--- config.mk ---
export PLATFORM = sky130hd
export DESIGN_NAME = rf_write_arbiter_flat
export DESIGN_NICKNAME = d
export VERILOG_FILES = /design/src/rtl/rf_arb_pkg.sv /design/src/rtl/rf_write_arbiter_if.sv /design/src/rtl/rf_hold_slot.sv /design/src/rtl/rf_write_arbiter.sv /design/src/flat_wrapper.sv
export SDC_FILE = /design/constraint.sdc
export NUM_CORES = 1
export LEC_CHECK = 0
export ABC_CLOCK_PERIOD_IN_PS = 5000
export BUFFER_PORTS_ARGS = -buffer_cell sky130_fd_sc_hd__buf_2
export CORE_ASPECT_RATIO = 0.8
export CORE_MARGIN = 4
export CORE_UTILIZATION = 30
export DETAILED_ROUTE_END_ITERATION = 8
export PLACE_DENSITY = 0.58
export SLEW_MARGIN = 5
export SYNTH_ARGS = -nofsm -noshare
export SYNTH_HDL_FRONTEND = slang
export SYNTH_SLANG_ARGS = --single-unit
--- constraint.sdc ---
create_clock -name clk -period 5 [get_ports clk]
set_input_delay 1.5 -clock clk [delete_from_list [all_inputs] [get_ports clk]]
set_output_delay 1.5 -clock clk [all_outputs]
set_load 0.01 [all_outputs]
--- src/rtl/rf_arb_pkg.sv ---
// Shared types for the register-file write arbiter: default widths,
// requester identifiers and the holding-slot record.
package rf_arb_pkg;

    localparam int RF_XLEN = 32;
    localparam int RF_AW   = 5;

    // Identifies a write source. This is also the encoding of the round-robin pointer.
    typedef enum logic {
        SRC_WB  = 1'b0,
        SRC_LSU = 1'b1
    } src_e;

    // One-entry holding slot. age=1 marks the younger of two same-cycle
    // residents, meaning the entry that must land last.
    typedef struct packed {
        logic               full;
        logic               age;
        logic [RF_AW-1:0]   addr;
        logic [RF_XLEN-1:0] data;
    } slot_t;

    // Returns the source that the pointer hands over to after it grants s.
    function automatic src_e src_other(input src_e s);
        return (s == SRC_WB) ? SRC_LSU : SRC_WB;
    endfunction

endpackage

--- src/rtl/rf_write_arbiter_if.sv ---
// Write-request channel into the register-file write arbiter.
// Handshake: a transfer happens on a rising clk edge where valid && ready.
// While valid is high, the master holds addr and data stable. The slave
// derives ready from registered state only, so ready never depends on valid.
interface rf_write_arbiter_if #(
    parameter int XLEN = 32,
    parameter int AW   = 5
);
    logic            valid;
    logic            ready;
    logic [AW-1:0]   addr;
    logic [XLEN-1:0] data;

    modport master (output valid, output addr, output data, input ready);
    modport slave  (input valid, input addr, input data, output ready);
endinterface

--- src/rtl/rf_hold_slot.sv ---
// One-entry holding register for a single write source. It loads on an
// accepted non-x0 request and clears when it is granted the write port,
// unless it reloads on that same edge. It also tracks its age relative
// to the sibling slot. Slot storage uses the widths from rf_arb_pkg.
module rf_hold_slot
    import rf_arb_pkg::*;
(
    input  logic               clk,
    input  logic               rst_n,
    input  logic               load,        // accepted request with addr != 0
    input  logic               drain,       // this slot is granted the write port
    input  logic               other_full,
    input  logic               other_drain,
    input  logic [RF_AW-1:0]   in_addr,
    input  logic [RF_XLEN-1:0] in_data,
    output slot_t              slot
);

    // Load, drain and age update for the slot.
    // A new entry is "younger" only when the sibling stays resident across this edge.
    always_ff @(posedge clk or negedge rst_n) begin
        if (!rst_n) begin
            slot <= '0;
        end else if (load) begin
            slot.full <= 1'b1;
            slot.age  <= other_full && !other_drain;
            slot.addr <= in_addr;
            slot.data <= in_data;
        end else if (drain) begin
            slot <= '0;
        end else if (other_drain) begin
            slot.age <= 1'b0;
        end
    end

endmodule

--- src/rtl/rf_write_arbiter.sv ---
// Shares the single register-file write port between the pipeline writeback
// (WB) and the load-return path (LSU). Each source has a one-entry slot.
// Occupied slots drain one per cycle. Arbitration is round-robin, and on
// a same-register conflict the older entry goes first.
// Optional feature macro: RF_WRITE_ARBITER_FWD_EN adds two read-forwarding ports.
module rf_write_arbiter
    import rf_arb_pkg::*;
#(
    parameter int XLEN = RF_XLEN,
    parameter int AW   = RF_AW
) (
    input  logic                 clk,
    input  logic                 rst_n,
    rf_write_arbiter_if.slave    wb,
    rf_write_arbiter_if.slave    lsu,
    output logic                 rf_we,
    output logic [AW-1:0]        rf_addr,
    output logic [XLEN-1:0]      rf_data,
    output logic [2**AW-1:0]     pend_mask
`ifdef RF_WRITE_ARBITER_FWD_EN
    ,
    input  logic [AW-1:0]        fwd_addr_a,
    input  logic [AW-1:0]        fwd_addr_b,
    output logic                 fwd_hit_a,
    output logic                 fwd_hit_b,
    output logic [XLEN-1:0]      fwd_data_a,
    output logic [XLEN-1:0]      fwd_data_b
`endif
);

    slot_t wb_s;
    slot_t lsu_s;
    src_e  rr_q;
    logic  gnt_wb;
    logic  gnt_lsu;
    logic  rr_step;
    logic  wb_load;
    logic  lsu_load;

    // A slot can take a new entry when it is empty or is draining this cycle.
    assign wb.ready  = !wb_s.full  || gnt_wb;
    assign lsu.ready = !lsu_s.full || gnt_lsu;

    // Writes to x0 complete the handshake but are never held.
    assign wb_load  = wb.valid  && wb.ready  && (wb.addr  != '0);
    assign lsu_load = lsu.valid && lsu.ready && (lsu.addr != '0);

    rf_hold_slot u_wb_slot (
        .clk         (clk),
        .rst_n       (rst_n),
        .load        (wb_load),
        .drain       (gnt_wb),
        .other_full  (lsu_s.full),
        .other_drain (gnt_lsu),
        .in_addr     (wb.addr),
        .in_data     (wb.data),
        .slot        (wb_s)
    );

    rf_hold_slot u_lsu_slot (
        .clk         (clk),
        .rst_n       (rst_n),
        .load        (lsu_load),
        .drain       (gnt_lsu),
        .other_full  (wb_s.full),
        .other_drain (gnt_wb),
        .in_addr     (lsu.addr),
        .in_data     (lsu.data),
        .slot        (lsu_s)
    );

    // Grant selection from registered slot state.
    // For the same register, the age=0 entry goes first and WB wins a tie.
    // For different registers, the round-robin pointer decides.
    always_comb begin
        gnt_wb  = 1'b0;
        gnt_lsu = 1'b0;
        rr_step = 1'b0;
        if (wb_s.full && lsu_s.full) begin
            if (wb_s.addr == lsu_s.addr) begin
                gnt_wb  = !wb_s.age;
                gnt_lsu = wb_s.age;
            end else begin
                rr_step = 1'b1;
                gnt_wb  = (rr_q == SRC_WB);
                gnt_lsu = (rr_q == SRC_LSU);
            end
        end else begin
            gnt_wb  = wb_s.full;
            gnt_lsu = lsu_s.full;
        end
    end

    // Round-robin pointer. It moves only on grants made by the pointer itself.
    always_ff @(posedge clk or negedge rst_n) begin
        if (!rst_n) begin
            rr_q <= SRC_WB;
        end else if (rr_step) begin
            rr_q <= src_other(rr_q);
        end
    end

    // Write-port mux. Outputs are held at zero when no slot is granted.
    always_comb begin
        rf_we   = gnt_wb || gnt_lsu;
        rf_addr = '0;
        rf_data = '0;
        if (gnt_wb) begin
            rf_addr = wb_s.addr;
            rf_data = wb_s.data;
        end else if (gnt_lsu) begin
            rf_addr = lsu_s.addr;
            rf_data = lsu_s.data;
        end
    end

    // Pending mask: one bit per held destination register. x0 is never pending.
    always_comb begin
        pend_mask = '0;
        if (wb_s.full)  pend_mask[wb_s.addr]  = 1'b1;
        if (lsu_s.full) pend_mask[lsu_s.addr] = 1'b1;
        pend_mask[0] = 1'b0;
    end

`ifdef RF_WRITE_ARBITER_FWD_EN
    // Forward lookup against both slots. On a double hit, the entry that
    // lands last wins: the age=1 slot, or LSU when both ages are zero.
    function automatic logic [XLEN:0] fwd_pick(input logic [AW-1:0] a,
                                               input slot_t w,
                                               input slot_t l);
        logic hw;
        logic hl;
        hw = w.full && (w.addr == a) && (a != '0);
        hl = l.full && (l.addr == a) && (a != '0);
        if (hw && (!hl || w.age)) return {1'b1, w.data};
        else if (hl)              return {1'b1, l.data};
        else                      return '0;
    endfunction

    assign {fwd_hit_a, fwd_data_a} = fwd_pick(fwd_addr_a, wb_s, lsu_s);
    assign {fwd_hit_b, fwd_data_b} = fwd_pick(fwd_addr_b, wb_s, lsu_s);
`endif

endmodule
--- src/flat_wrapper.sv ---
// flat-port wrapper written by rule: the top's interface ports become plain ports
module rf_write_arbiter_flat import rf_arb_pkg::*;
#(
    parameter int XLEN = RF_XLEN,
    parameter int AW   = RF_AW
)
  (clk, rst_n, rf_we, rf_addr, rf_data, pend_mask, wb_valid, wb_addr, wb_data, wb_ready, lsu_valid, lsu_addr, lsu_data, lsu_ready);
  rf_write_arbiter_if #(.XLEN(XLEN), .AW(AW)) wb_i ();
  rf_write_arbiter_if #(.XLEN(XLEN), .AW(AW)) lsu_i ();
  input  logic clk;
  input  logic rst_n;
  output logic rf_we;
  output logic [AW-1:0] rf_addr;
  output logic [XLEN-1:0] rf_data;
  output logic [2**AW-1:0] pend_mask;
  input wire logic [$bits(wb_i.valid)-1:0] wb_valid;
  input wire logic [$bits(wb_i.addr)-1:0] wb_addr;
  input wire logic [$bits(wb_i.data)-1:0] wb_data;
  output wire logic [$bits(wb_i.ready)-1:0] wb_ready;
  input wire logic [$bits(lsu_i.valid)-1:0] lsu_valid;
  input wire logic [$bits(lsu_i.addr)-1:0] lsu_addr;
  input wire logic [$bits(lsu_i.data)-1:0] lsu_data;
  output wire logic [$bits(lsu_i.ready)-1:0] lsu_ready;
  assign wb_i.valid = wb_valid;
  assign wb_i.addr = wb_addr;
  assign wb_i.data = wb_data;
  assign wb_ready = wb_i.ready;
  assign lsu_i.valid = lsu_valid;
  assign lsu_i.addr = lsu_addr;
  assign lsu_i.data = lsu_data;
  assign lsu_ready = lsu_i.ready;
  rf_write_arbiter #(.XLEN(XLEN), .AW(AW)) u_core (.clk(clk), .rst_n(rst_n), .wb(wb_i), .lsu(lsu_i), .rf_we(rf_we), .rf_addr(rf_addr), .rf_data(rf_data), .pend_mask(pend_mask));
endmodule
## Word-level counts from Yosys, hierarchy flattened

Index checks and enable logic that the tools add are counted.

| word-level totals | value |
|---|---|
| register bits after elaboration | 78 |
| input bits | 78 |
| output and inout port bits | 72 |
| logic and storage cells | 62 |

| operators by class | value |
|---|---|
| $lt $le $gt $ge | 4 |
| equality and inequality tests | 1 |
| multiplexer cells | 25 |
| bitwise gates (word level) | 2 |
| reduce and logical (&&, ||, !) cells | 22 |

Operators with widths:

| operator | number |
|---|---|
| two-way mux 32 bit | 4 |
| two-way mux 39 bit | 2 |
| two-way mux 37 bit | 2 |
| OR 32 bit | 1 |
| two-way mux 1 bit | 13 |
| less-than comparator 5 x 6 -> 1 bit (second input constant) | 2 |
| demux 1 bit (select 5 bit) | 2 |
| >= comparator 5 x 1 -> 1 bit (second input constant) | 2 |
| two-way mux 5 bit | 2 |
| nonzero test 5 bit | 2 |
| logical AND 1 bit | 9 |
| equality test 5 bit | 1 |
| logical NOT 1 bit | 5 |
| nonzero test 2 bit | 2 |
| logical OR 1 bit | 3 |
| nonzero test 3 bit | 1 |
| NOT 1 bit | 1 |

## Logic depth before layout (Yosys ltp)

Gate-level depths: netlist (run 1).

| logic depth | value |
|---|---|
| depth after elaboration | 7 |
| gate-level depth with buffers | 8 |
| depth with buffers taken out | 5 |

## Hierarchy

From an unflattened synthesis (run 1), not the netlist that was laid out.

| unflattened totals | value |
|---|---|
| cells, all modules | 325 |
| area, all modules | 3873.7 um^2 |

By module, submodules not included:

| module | instances | cells each | area an instance (um^2) | sequential area each (um^2) |
|---|---|---|---|---|
| rf_hold_slot | 2 | 89 | 1402.6 | 975.9 |
| rf_write_arbiter | 1 | 147 | 1068.5 | 25.0 |

## Least setup slack after synthesis (run 1)

Ideal clock, no wire load.

| timing path | value |
|---|---|
| path kind | flip-flop to output port |
| start point | reg u_core.u_lsu_slot.slot[33] in the netlist's numbering |
| end point | out rf_data[10] |
| data arrival time | 1.797 ns |
| required time | 3.500 ns |
| setup slack | 1.703 ns |
| stages on the path, launching flop included | 8 |
| buffers on the path | 3 |
| cell sequence | dfrtp_1 -> buf_4 -> xnor2_2 -> a21oi_1 -> a2111oi_4 -> buf_4 -> buf_4 -> a22o_1 |

| between the ends | value |
|---|---|
| word-level cells in the longest chain between the ends | 5 |
| elaborated cells on any way between the ends | 7 |
| those cells by class | eq/ne (1); mux (6) |

RTL lines:

| item | RTL line | source |
|---|---|---|
| start: declaration | rf_hold_slot.sv:16 | `output slot_t slot` |
| equality test 5 bit (*) | rf_write_arbiter.sv:80 | `if (wb_s.addr == lsu_s.addr) begin` |
| two-way mux 1 bit | rf_write_arbiter.sv:80 |  |
| two-way mux 1 bit | rf_write_arbiter.sv:79 | `if (wb_s.full && lsu_s.full) begin` |
| two-way mux 32 bit | rf_write_arbiter.sv:111 | `end else if (gnt_lsu) begin` |
| two-way mux 32 bit (*) | rf_write_arbiter.sv:108 | `if (gnt_wb) begin` |
| end: declaration | flat_wrapper.sv:14 | `output logic [XLEN-1:0] rf_data;` |

Every way passes the cells marked *; elsewhere a longest branch is shown, timed or not.

## Final worst setup path (run 1)

| timing path | value |
|---|---|
| start point | reg u_core.u_wb_slot.slot[35] in the netlist's numbering |
| end point | out rf_data[29] |

| between the ends | value |
|---|---|
| word-level cells in the longest chain between the ends | 5 |
| elaborated cells on any way between the ends | 7 |
| those cells by class | eq/ne (1); mux (6) |

RTL lines:

| item | RTL line |
|---|---|
| start: declaration | rf_hold_slot.sv:16 |
| equality test 5 bit (*) | rf_write_arbiter.sv:80 |
| two-way mux 1 bit | rf_write_arbiter.sv:80 |
| two-way mux 1 bit | rf_write_arbiter.sv:79 |
| two-way mux 32 bit | rf_write_arbiter.sv:111 |
| two-way mux 32 bit (*) | rf_write_arbiter.sv:108 |

Marks and branches as above.

==> summary.txt, run 1 <==
STA
  • Final-report max-slew violation count: 0
  • Final cycle utilization of the critical path: 88.93%
  • Final setup viols: 0
  • Fin crit period: 4447 ps
  • Hold WS: 498.2 ps
  • Final Hold Fails: 0
  • Worst Clk Skew: 3.608 ps
  • Fmax: 224.9 MHz
  • RSZ-0062 raised after global routing: no
  • Slew Limit Headroom: 32.57%
  • Setup TNS: 0 ps
  • Worst-margin pin slew: 1009 ps

CTS
  • CTS H-tree depth: 3
  • Clock root buffer: clkbuf_16
  • CTS buffer count: 9
  • Clk Latency, worst-skew pair: 330 ps
  • Setup Fix Bufs, Post-CTS: 0
  • Cts hold-fix bufs: 0
  • CTS Buffer Depth: 2
  • CTS sink count: 78
  • Post-CTS sizing: 0
  • CTS tree: yes
  • Reg clk slew, reported paths: 60 ps

Critical path
  • R2R Path Start: u_core.u_wb_slot.slot[35]
  • Internal reg-to-reg setup slack: 1920 ps
  • CP max FO: 16
  • R2R Path End: u_core.u_wb_slot.slot[13]
  • FF-to-FF path depth: 7
  • Endpoint class of the critical path: output port
  • Worst Path Required: 3500 ps
  • Crit path kind: flip-flop to output port
  • Worst setup SP type: flip-flop
  • WP data arrival: 2950 ps

Floorplanning
  • IO Count: 150
  • Die Wd: 136.4 um
  • Cell Rows: 37
  • Die ar.: 15090 sq um
  • Die Y: 110.7 um
  • Core area: 12870 sq um
  • Initial Utilization: 30.72%

Global routing
  • Overall Global Routing Usage: 16.46%
  • Met1 GRT Util: 23.41%
  • Number of global-route vias before repair: 3542
  • Met3 GRT Util: 4.356%
  • Met2 usage: 24.78%
  • Largest net degree at the start of global routing: 79
  • Grt total ovfl: 0
  • First-pass GRT wire length: 19.89 mm
  • Gr busiest metal: met2
  • Antenna violations before repair: 1

Status
  • Status: finished clean

Layout
  • # nets final: 546
  • Layout cells sized above 1: 38.48%
  • Area Growth Syn to Fin: 28.73%
  • Commonest non-fill, non-tap cells in the layout: buf_2, a22o_1, dfrtp_1
  • Antenna cells: 0
  • Leading cell type in the layout, fill and taps excluded: buf_2

Routing
  • Initial drt markers: 292
  • Drt total wl: 12.32 mm
  • Drt wl/cell: 19.01 um
  • Pre-antenna DRT Iters: 5
  • Via density per instance: 5.466
  • Antenna Nets Post-Route: 0
  • Vias: 3542
  • # DRC: 0

Synth
  • Syn Std Cell Area: 3954 sq um
  • Average size of a mapped cell: 11.63 sq um
  • Unique masters post-synth: 42
  • Synthesized flop and latch total: 78
  • Ys Warns: 0
  • Syn nets: 418
  • Mapped Cells: 340
  • Sequential area share after synthesis: 49.37%

Job
  • Maxcap violations: 0

Placed design
  • Routability Congestion: 0.8636
  • Port-buffer cells: 148
  • Post-DP HPWL: 8.665 mm

Worst hold path
  • Hold Path Class: flip-flop to flip-flop
  • Hold depth: 1
  • Worst Min Path Start: u_core.u_wb_slot.slot[8]
  • Hold Path End: u_core.u_wb_slot.slot[8]

Pwr
  • Pwr/cell area: 738.8 nW/um^2
  • Leakage: 0.002457 uW
  • Worst vdd ir: 0.2454 mV
registers in the layout, indices dropped and copies added, names as in the netlist:
name,count
u_core.rr_q,1
u_core.u_wb_slot.slot,39
u_core.u_lsu_slot.slot,38
area by class of cell:
| class | count | area [sq um] |
|---|---|---|
| clock buffers | 11 | 232.7 |
| clock inverters | 5 | 106.4 |
| multi-input cells | 221 | 1760 |
| well taps | 175 | 219.0 |
| fillers | 1307 | 7780 |
| flip-flops and latches | 78 | 1952 |
| inverters | 3 | 11.26 |
| repair buffers | 155 | 808.3 |
how the worst max path moves through the flow:
stage | cells past startpoint | start | to
after floorplan | 7 | u_core.u_lsu_slot.slot[33] | rf_data[10]
after global placement | 6 | u_core.u_lsu_slot.slot[35] | rf_addr[3]
after detailed placement | 6 | u_core.u_wb_slot.slot[35] | rf_data[29]
after CTS | 6 | u_core.u_wb_slot.slot[35] | rf_data[29]
after global routing | 6 | u_core.u_lsu_slot.slot[35] | rf_data[27]
final | 6 | u_core.u_wb_slot.slot[35] | rf_data[29]
synthesized netlist by cell type, drive strengths merged:
cell type / count / share of area (%)
nor2: 4 / 0.44
o31ai: 1 / 0.19
buf: 29 / 5.4
o21ba: 1 / 0.25
nand4: 3 / 0.47
mux2i: 2 / 0.51
clkbuf: 9 / 0.85
or3b: 4 / 0.89
o2bb2ai: 2 / 0.44
and3: 1 / 0.16
a31oi: 2 / 0.32
nand3: 6 / 0.76
dfrtp: 78 / 49
xnor2: 6 / 1.7
nand3b: 10 / 1.9
a22o: 107 / 24
a2111oi: 2 / 1.1
or3: 4 / 0.63
a31o: 1 / 0.22
nand2b: 2 / 0.32
nor3: 1 / 0.13
inv: 3 / 0.28
nand2: 11 / 1.0
xor2: 2 / 0.82
a32o: 2 / 0.51
conb: 1 / 0.095
o21ai: 4 / 0.51
and2: 2 / 0.32
nor4: 2 / 0.47
or4: 2 / 0.38
o22ai: 31 / 4.9
a21oi: 5 / 0.92
metal layers:
layer / up-vias / share of wire (%)
met4: 2 / 2.0
met1: 1737 / 46
met3: 29 / 7.6
li1: 1603 / -
met2: 171 / 44
met5: - / 0.057
worst max-delay path, cell delays in order (launching register included):
cell       delay, ps
dfrtp_1          570
xnor2_1          180
and3_1           330
a2111oi_4        820
buf_4            380
a22o_1           200
buf_2            130
per-stage QoR:
stage | power, uW | cells | setup WS, ps | utilization [%] | cell area (sq um)
floorplan | 2483 | 340 | 1703 | - | 3954
global placement | 3003 | 632 | 1022 | 36.91 | 4751
detailed placement | 3020 | 632 | 925.8 | 36.91 | 4751
CTS | 3787 | 648 | 561.1 | 39.55 | 5090
global route | 4020 | 648 | 407.9 | 39.55 | 5090
finish | 3760 | 648 | 553.3 | 39.55 | 5090
cells by family (layout without fill, tap and decap cells):
kind of cell | after synthesis | after routing | synth area share, %
AO/OA/AOI/OAI | 158 | 158 | 33.04
flip-flops | 78 | 78 | 49.37
AND/OR/NAND/NOR | 52 | 52 | 7.911
buffers and inverters | 41 | 174 | 6.551
XOR/XNOR | 8 | 8 | 2.531
multiplexers | 2 | 2 | 0.5063
other | 1 | 1 | 0.09485
power breakdown:
part / switching [uW] / internal, uW
registers: 278 / 912
clock network: 257 / 490
logic: 1030 / 794
total: 1560 / 2200
(Power assumes the default switching activity.)
==> run 2, diff against run 1 <==
--- a/config.mk
+++ b/config.mk
@@ -7,7 +7,6 @@
 export LEC_CHECK = 0
 export ABC_CLOCK_PERIOD_IN_PS = 5000
 export BUFFER_PORTS_ARGS = -buffer_cell sky130_fd_sc_hd__buf_2
-export CORE_ASPECT_RATIO = 0.8
 export CORE_MARGIN = 4
 export CORE_UTILIZATION = 30
 export DETAILED_ROUTE_END_ITERATION = 8
==> run 2 against run 1 <==
Compared with the run above: setup slack improved by 460 ps; core utilization grew 0.18 points; routed wire length decreased by 2.0%; clock skew up 5.2 ps; critical path depth unchanged; flip-flop and latch count is the same; critical path type unchanged; design area is 0.29% lower; count of clock-buffer cells in the layout is 1 lower; non-clock buffer count decreased by 1; power is 0.77% lower; clock power is 1% higher; largest cell class unchanged.
==> summary.txt, run 2 (same netlist as run 1, synthesis figures left out) <==
Critical path
  • R2R Path Start: u_core.u_wb_slot.slot[36]
  • CP max FO: 23
  • Worst setup SP type: flip-flop
  • Internal reg-to-reg setup slack: 2060 ps
  • Critical Path End: rf_data[5]
  • Crit-path slowest cell: dfrtp_1
  • Crit path kind: flip-flop to output port
  • Worst Path Required: 3500 ps
  • Endpoint class of the critical path: output port
  • Worst Path Buf+Inv: 2
  • Max incr delay on CP: 560 ps
  • FF-to-FF path depth: 7
  • R2R Path End: u_core.u_wb_slot.slot[32]
  • Crit-path cells: xnor2_1 -> and3_1 -> a2111oi_4 -> buf_4 -> a22o_1 -> buf_2
  • WP data arrival: 2490 ps
  • Crit path max-delay family: compound AO/OA/AOI/OAI gates
  • Critical Path Start: u_core.u_wb_slot.slot[35]
  • Critical path depth: 6

Status
  • Status: finished clean

Routing
  • Drt wl/cell: 18.75 um
  • Initial drt markers: 276
  • Via density per instance: 5.474
  • Antenna Nets Post-Route: 0
  • Pre-antenna DRT Iters: 5
  • Drt total wl: 12.07 mm
  • # DRC: 0
  • Vias: 3525

STA
  • Fmax: 250.7 MHz
  • RSZ-0062 raised after global routing: no
  • Fin crit period: 3989 ps
  • Setup TNS: 0 ps
  • Final-report max-slew violation count: 0
  • Worst-margin pin slew: 1088 ps
  • Slew Limit Headroom: 27.29%
  • Final cycle utilization of the critical path: 79.78%
  • Hold WS: 498.6 ps
  • Worst Clk Skew: 8.822 ps
  • Final Hold Fails: 0
  • Post-route setup slack: 1011 ps
  • Final setup viols: 0

Floorplanning
  • Die Wd: 122.8 um
  • Initial Utilization: 30.95%
  • Die ar.: 15080 sq um
  • Cell Rows: 41
  • Core area: 12770 sq um
  • Die Y: 122.8 um
  • IO Count: 150

Layout
  • # nets final: 545
  • Largest register by flop count: u_core.u_wb_slot.slot
  • Leading cell type in the layout, fill and taps excluded: buf_2
  • Antenna cells: 0
  • Commonest non-fill, non-tap cells in the layout: buf_2, a22o_1, dfrtp_1
  • Largest regs: u_core.u_wb_slot.slot x39, u_core.u_lsu_slot.slot x38, u_core.rr_q x1
  • Max FFs per register: 39
  • Area Growth Syn to Fin: 28.35%
  • Layout cells sized above 1: 38.56%
  • Final core occ: 39.73%

Placed design
  • Pre-CTS WS: 1205 ps
  • Port-buffer cells: 148
  • Post-DP HPWL: 8.306 mm
  • Routability Congestion: 0.8201

Global routing
  • First-pass GRT wire length: 18.34 mm
  • Met2 usage: 24.22%
  • Largest net degree at the start of global routing: 79
  • Met3 GRT Util: 5.300%
  • Gr busiest metal: met2
  • Number of global-route vias before repair: 3398
  • Antenna violations before repair: 0
  • Grt total ovfl: 0
  • Overall Global Routing Usage: 15.66%
  • Met1 GRT Util: 21.15%

CTS
  • CTS Buffer Depth: 2
  • CTS H-tree depth: 3
  • Setup Fix Bufs, Post-CTS: 0
  • CTS buffer count: 9
  • Clock root buffer: clkbuf_16
  • Cts hold-fix bufs: 0
  • Reg clk slew, reported paths: 60 ps
  • CTS tree: yes
  • Clk Latency, worst-skew pair: 340 ps
  • CTS sink count: 78
  • Post-CTS sizing: 0

Pwr
  • Pwr/cell area: 735.3 nW/um^2
  • Final total power: 3731 uW
  • Seq pwr share: 31.8%
  • Switching portion of total power: 41.48%
  • Clk pwr share: 20.3%
  • Combinational power share: 47.9%
  • Switch Pwr: 1548 uW
  • Power Internal: 2184 uW
  • Worst vdd ir: 0.3225 mV
  • Leakage: 0.002465 uW

Worst hold path
  • Hold Path Class: flip-flop to flip-flop

Job
  • Maxcap violations: 0
## run 2: area by class of cell
type / count / area (sq um)
clock buffers: 10 / 239.0
clock inverters: 6 / 108.9
fillers: 1228 / 7699
inverters: 3 / 11.26
multi-input cells: 221 / 1760
flip-flops and latches: 78 / 1952
well taps: 172 / 215.2
repair buffers: 154 / 788.3
## run 2: how the worst min path moves through the flow
stage,start,end,slack [ps],depth (start not counted)
6_report,u_core.u_lsu_slot.slot[0],u_core.u_lsu_slot.slot[0],500,1
5_1_grt,u_core.u_wb_slot.slot[8],u_core.u_wb_slot.slot[8],510,1
4_1_cts,u_core.u_lsu_slot.slot[23],u_core.u_lsu_slot.slot[23],500,1
3_5_place_dp,u_core.u_wb_slot.slot[6],u_core.u_wb_slot.slot[6],480,1
3_3_place_gp,u_core.u_wb_slot.slot[13],u_core.u_wb_slot.slot[13],480,1
2_1_floorplan,u_core.u_lsu_slot.slot[10],u_core.u_lsu_slot.slot[10],470,1
## run 2: per-layer routing
layer	part of all wire [%]	vias up
met5	0	-
met1	44	1749
met2	47	161
met3	8.1	9
li1	-	1606
met4	0.59	0
## run 2: through the flow
stage	std cells	cell area [sq um]
floorplan	340	3954
global placement	628	4727
detailed placement	628	4727
CTS	644	5075
global route	644	5075
finish	644	5075
## run 2: power groups by stage
stage | combinational [uW] | clock (uW) | sequential, uW
finish | 1790 | 756 | 1190
floorplan | 1450 | 0 | 1040
CTS | 1810 | 782 | 1180
detailed placement | 1790 | 0 | 1190
global placement | 1780 | 0 | 1190
global route | 1950 | 807 | 1220
## run 2: worst reg2reg max path: stages (launching register included)
cell and delay [ps]:
dfrtp_1 520, xnor2_1 330, and3_1 430, a2111oi_4 130
buf_4 240, o21ba_1 640, buf_4 390, a22o_1 210
==> run 3, diff against run 2 <==
--- a/config.mk
+++ b/config.mk
@@ -5,12 +5,13 @@
 export SDC_FILE = /design/constraint.sdc
 export NUM_CORES = 1
 export LEC_CHECK = 0
-export ABC_CLOCK_PERIOD_IN_PS = 5000
+export ABC_AREA = 1
+export ABC_CLOCK_PERIOD_IN_PS = 3350
 export BUFFER_PORTS_ARGS = -buffer_cell sky130_fd_sc_hd__buf_2
 export CORE_MARGIN = 4
 export CORE_UTILIZATION = 30
 export DETAILED_ROUTE_END_ITERATION = 8
-export PLACE_DENSITY = 0.58
+export PLACE_DENSITY = 0.59
 export SLEW_MARGIN = 5
 export SYNTH_ARGS = -nofsm -noshare
 export SYNTH_HDL_FRONTEND = slang
==> constraint.sdc (replaced) <==
create_clock -name clk -period 3.35 [get_ports clk]
set_input_delay 1.005 -clock clk [delete_from_list [all_inputs] [get_ports clk]]
set_output_delay 1.005 -clock clk [all_outputs]
set_load 0.01 [all_outputs]
==> run 3 against run 2 <==
Compared with the run above: combinational power up 51%; register-to-register slack worse by 1300 ps; sequential share of layout area is 4.8 points lower; critical path type unchanged; largest cell class is now multi-input gates.
==> summary.txt, run 3 <==
STA
  • Fin crit period: 3178 ps
  • Final cycle utilization of the critical path: 94.87%
  • Final Hold Fails: 0
  • Worst Clk Skew: 7.361 ps
  • Setup TNS: 0 ps
  • Fmax: 314.7 MHz
  • Worst-margin pin slew: 673.7 ps
  • Final-report max-slew violation count: 0
  • Slew Limit Headroom: 55.09%
  • RSZ-0062 raised after global routing: no
  • Final setup viols: 0

Global routing
  • Met1 GRT Util: 24.61%
  • Gr busiest metal: met2
  • First-pass GRT wire length: 26.50 mm
  • Met3 GRT Util: 3.402%
  • Antenna violations before repair: 0
  • Overall Global Routing Usage: 18.61%
  • Number of global-route vias before repair: 4905
  • Met2 usage: 31.55%
  • Largest net degree at the start of global routing: 50
  • Grt total ovfl: 0

Status
  • Status: finished clean

Floorplanning
  • Initial Utilization: 31.07%
  • Die ar.: 17320 sq um
  • Core area: 14750 sq um
  • IO Count: 150
  • Die Y: 131.6 um
  • Die Wd: 131.6 um
  • Cell Rows: 44

CTS
  • Clock root buffer: clkbuf_16
  • CTS Buffer Depth: 2
  • Reg clk slew, reported paths: 60 ps
  • Cts hold-fix bufs: 0
  • CTS tree: yes
  • CTS H-tree depth: 3
  • Clk Latency, worst-skew pair: 330 ps
  • CTS sink count: 78
  • CTS buffer count: 9

Synth
  • Sequential area share after synthesis: 42.58%
  • Top cells by area, synth: dfrtp_1, nand3_1, nand2_1
  • Unique masters post-synth: 24
  • Top-area cell type share of the netlist area: 42.58%
  • Number of synthesized flops with an enable pin: 0
  • Asr flop ratio synth: 100.0%
  • Syn nets: 688
  • Most common cell in the netlist: nand2_1
  • Syn Std Cell Area: 4584 sq um
  • Ys Warns: 0
  • Most frequent cells after synthesis: nand2_1, nand3_1, dfrtp_1
  • Top cell type by total area after synthesis: dfrtp_1
  • Mapped Cells: 610
  • Main synth FF type: dfrtp_1
  • Average size of a mapped cell: 7.515 sq um
  • Synthesized flop and latch total: 78

Critical path
  • CP max FO: 8
  • WP data arrival: 2170 ps
  • Internal reg-to-reg setup slack: 750 ps
  • Worst setup SP type: flip-flop
  • Worst Path Required: 2340 ps
  • R2R Path Start: u_core.u_lsu_slot.slot[38]
  • Crit path kind: flip-flop to output port
  • Endpoint class of the critical path: output port
  • FF-to-FF path depth: 9
  • R2R Path End: u_core.u_lsu_slot.slot[23]

Layout
  • # nets final: 820
  • Largest register by flop count: u_core.u_wb_slot.slot
  • Max FFs per register: 39
  • Layout cells sized above 1: 29.45%
  • Antenna cells: 0
  • Fill cells: 1594
  • Area of the multi-input gates: 2318 sq um
  • Largest regs: u_core.u_wb_slot.slot x39, u_core.u_lsu_slot.slot x38, u_core.rr_q x1
  • Sequential cell area: 1954 sq um
  • Leading cell type in the layout, fill and taps excluded: nand2_1
  • Area Growth Syn to Fin: 26.56%
  • Commonest non-fill, non-tap cells in the layout: nand2_1, nand3_1, buf_2

Routing
  • Via density per instance: 5.307
  • Initial drt markers: 350
  • # DRC: 0
  • Vias: 4941
  • Antenna Nets Post-Route: 0
  • Drt total wl: 16.45 mm
  • Pre-antenna DRT Iters: 5
  • Drt wl/cell: 17.67 um

Pwr
  • Final total power: 5213 uW
  • Pwr/cell area: 898.5 nW/um^2
  • Worst vdd ir: 0.3575 mV
  • Leakage: 0.003076 uW

Placed design
  • Post-DP HPWL: 11.72 mm
  • Port-buffer cells: 148
  • Routability Congestion: 0.8887

Worst hold path
  • Hold Path Class: flip-flop to flip-flop
  • Hold Path End: u_core.u_wb_slot.slot[25]
  • Worst Min Path Start: u_core.u_wb_slot.slot[25]
  • Hold depth: 2

Job
  • Maxcap violations: 0
run 3: worst max-delay path: stages, from the launching register on:
cell     delay (ps)
dfrtp_1         480
inv_2           110
nand2_1          90
nand2_2          70
nor2_4          130
nand3_2         120
nand2_2         180
nand3_4         150
buf_4           220
nand3_1          90
nand2_1          70
buf_2           140
run 3: cells by family after synthesis:
family	synth area share, %
simple gates	45.36
flops	42.58
buf+inv	7.560
compound gates	4.039
xor+xnor	0.3822
other cells	0.08180
run 3: metrics by stage:
stage                     hold WS, ps  util (%)  area, sq um  std cells  worst slack, ps
final                           500.6     39.32         5802        931            171.9
after global routing            529.6     39.32         5802        931            26.88
after CTS                       504.5     39.09         5767        928            16.69
after detailed placement        491.4     37.09         5473        910            283.3
after global placement          483.6     37.09         5473        910            287.6
after floorplan                 469.2         -         4584        610            705.6
run 3: timing repair:
item                                    in CTS  in global routing
pin swaps                                    1                  1
buffers inserted                             1                  3
gates resized for setup                      1                  4
endpoints found under the setup margin      24                 36
gates cloned                                 1                  0
run 3: worst max-delay path by stage:
stage                          startpoint          end  slack (ps)  depth (start not counted)
2_1_floorplan  u_core.u_lsu_slot.slot[36]   rf_addr[2]         710                          7
3_3_place_gp   u_core.u_lsu_slot.slot[33]  rf_data[26]         290                         11
3_5_place_dp   u_core.u_lsu_slot.slot[33]  rf_data[26]         280                         11
4_1_cts        u_core.u_lsu_slot.slot[33]   rf_data[8]          20                         11
5_1_grt        u_core.u_lsu_slot.slot[32]  rf_data[17]          30                         11
6_report       u_core.u_lsu_slot.slot[35]  rf_data[17]         170                         11
run 3: routing by layer:
layer	routed length, um	up-vias	share of wire (%)
li1	-	2405	-
met5	0	-	0
met3	980	19	6.0
met4	264	0	1.6
met2	7890	196	48
met1	7319	2321	44
run 3: cell type report:
class	count	area share, %
Multi-Input combinational cell	461	39.96
Sequential cell	78	33.69
Timing Repair Buffer	177	16.78
Clock buffer	12	4.248
Tap cell	184	3.968
Inverter	15	0.9705
Clock inverter	4	0.3882
run 3: power by group:
part	total, uW	internal (uW)	switching, uW	leakage (uW)
combinational	2700	913	1790	0.00196
sequential	1610	1290	322	0.000984
clock	899	519	380	0.000132
total	5210	2720	2490	0.00308
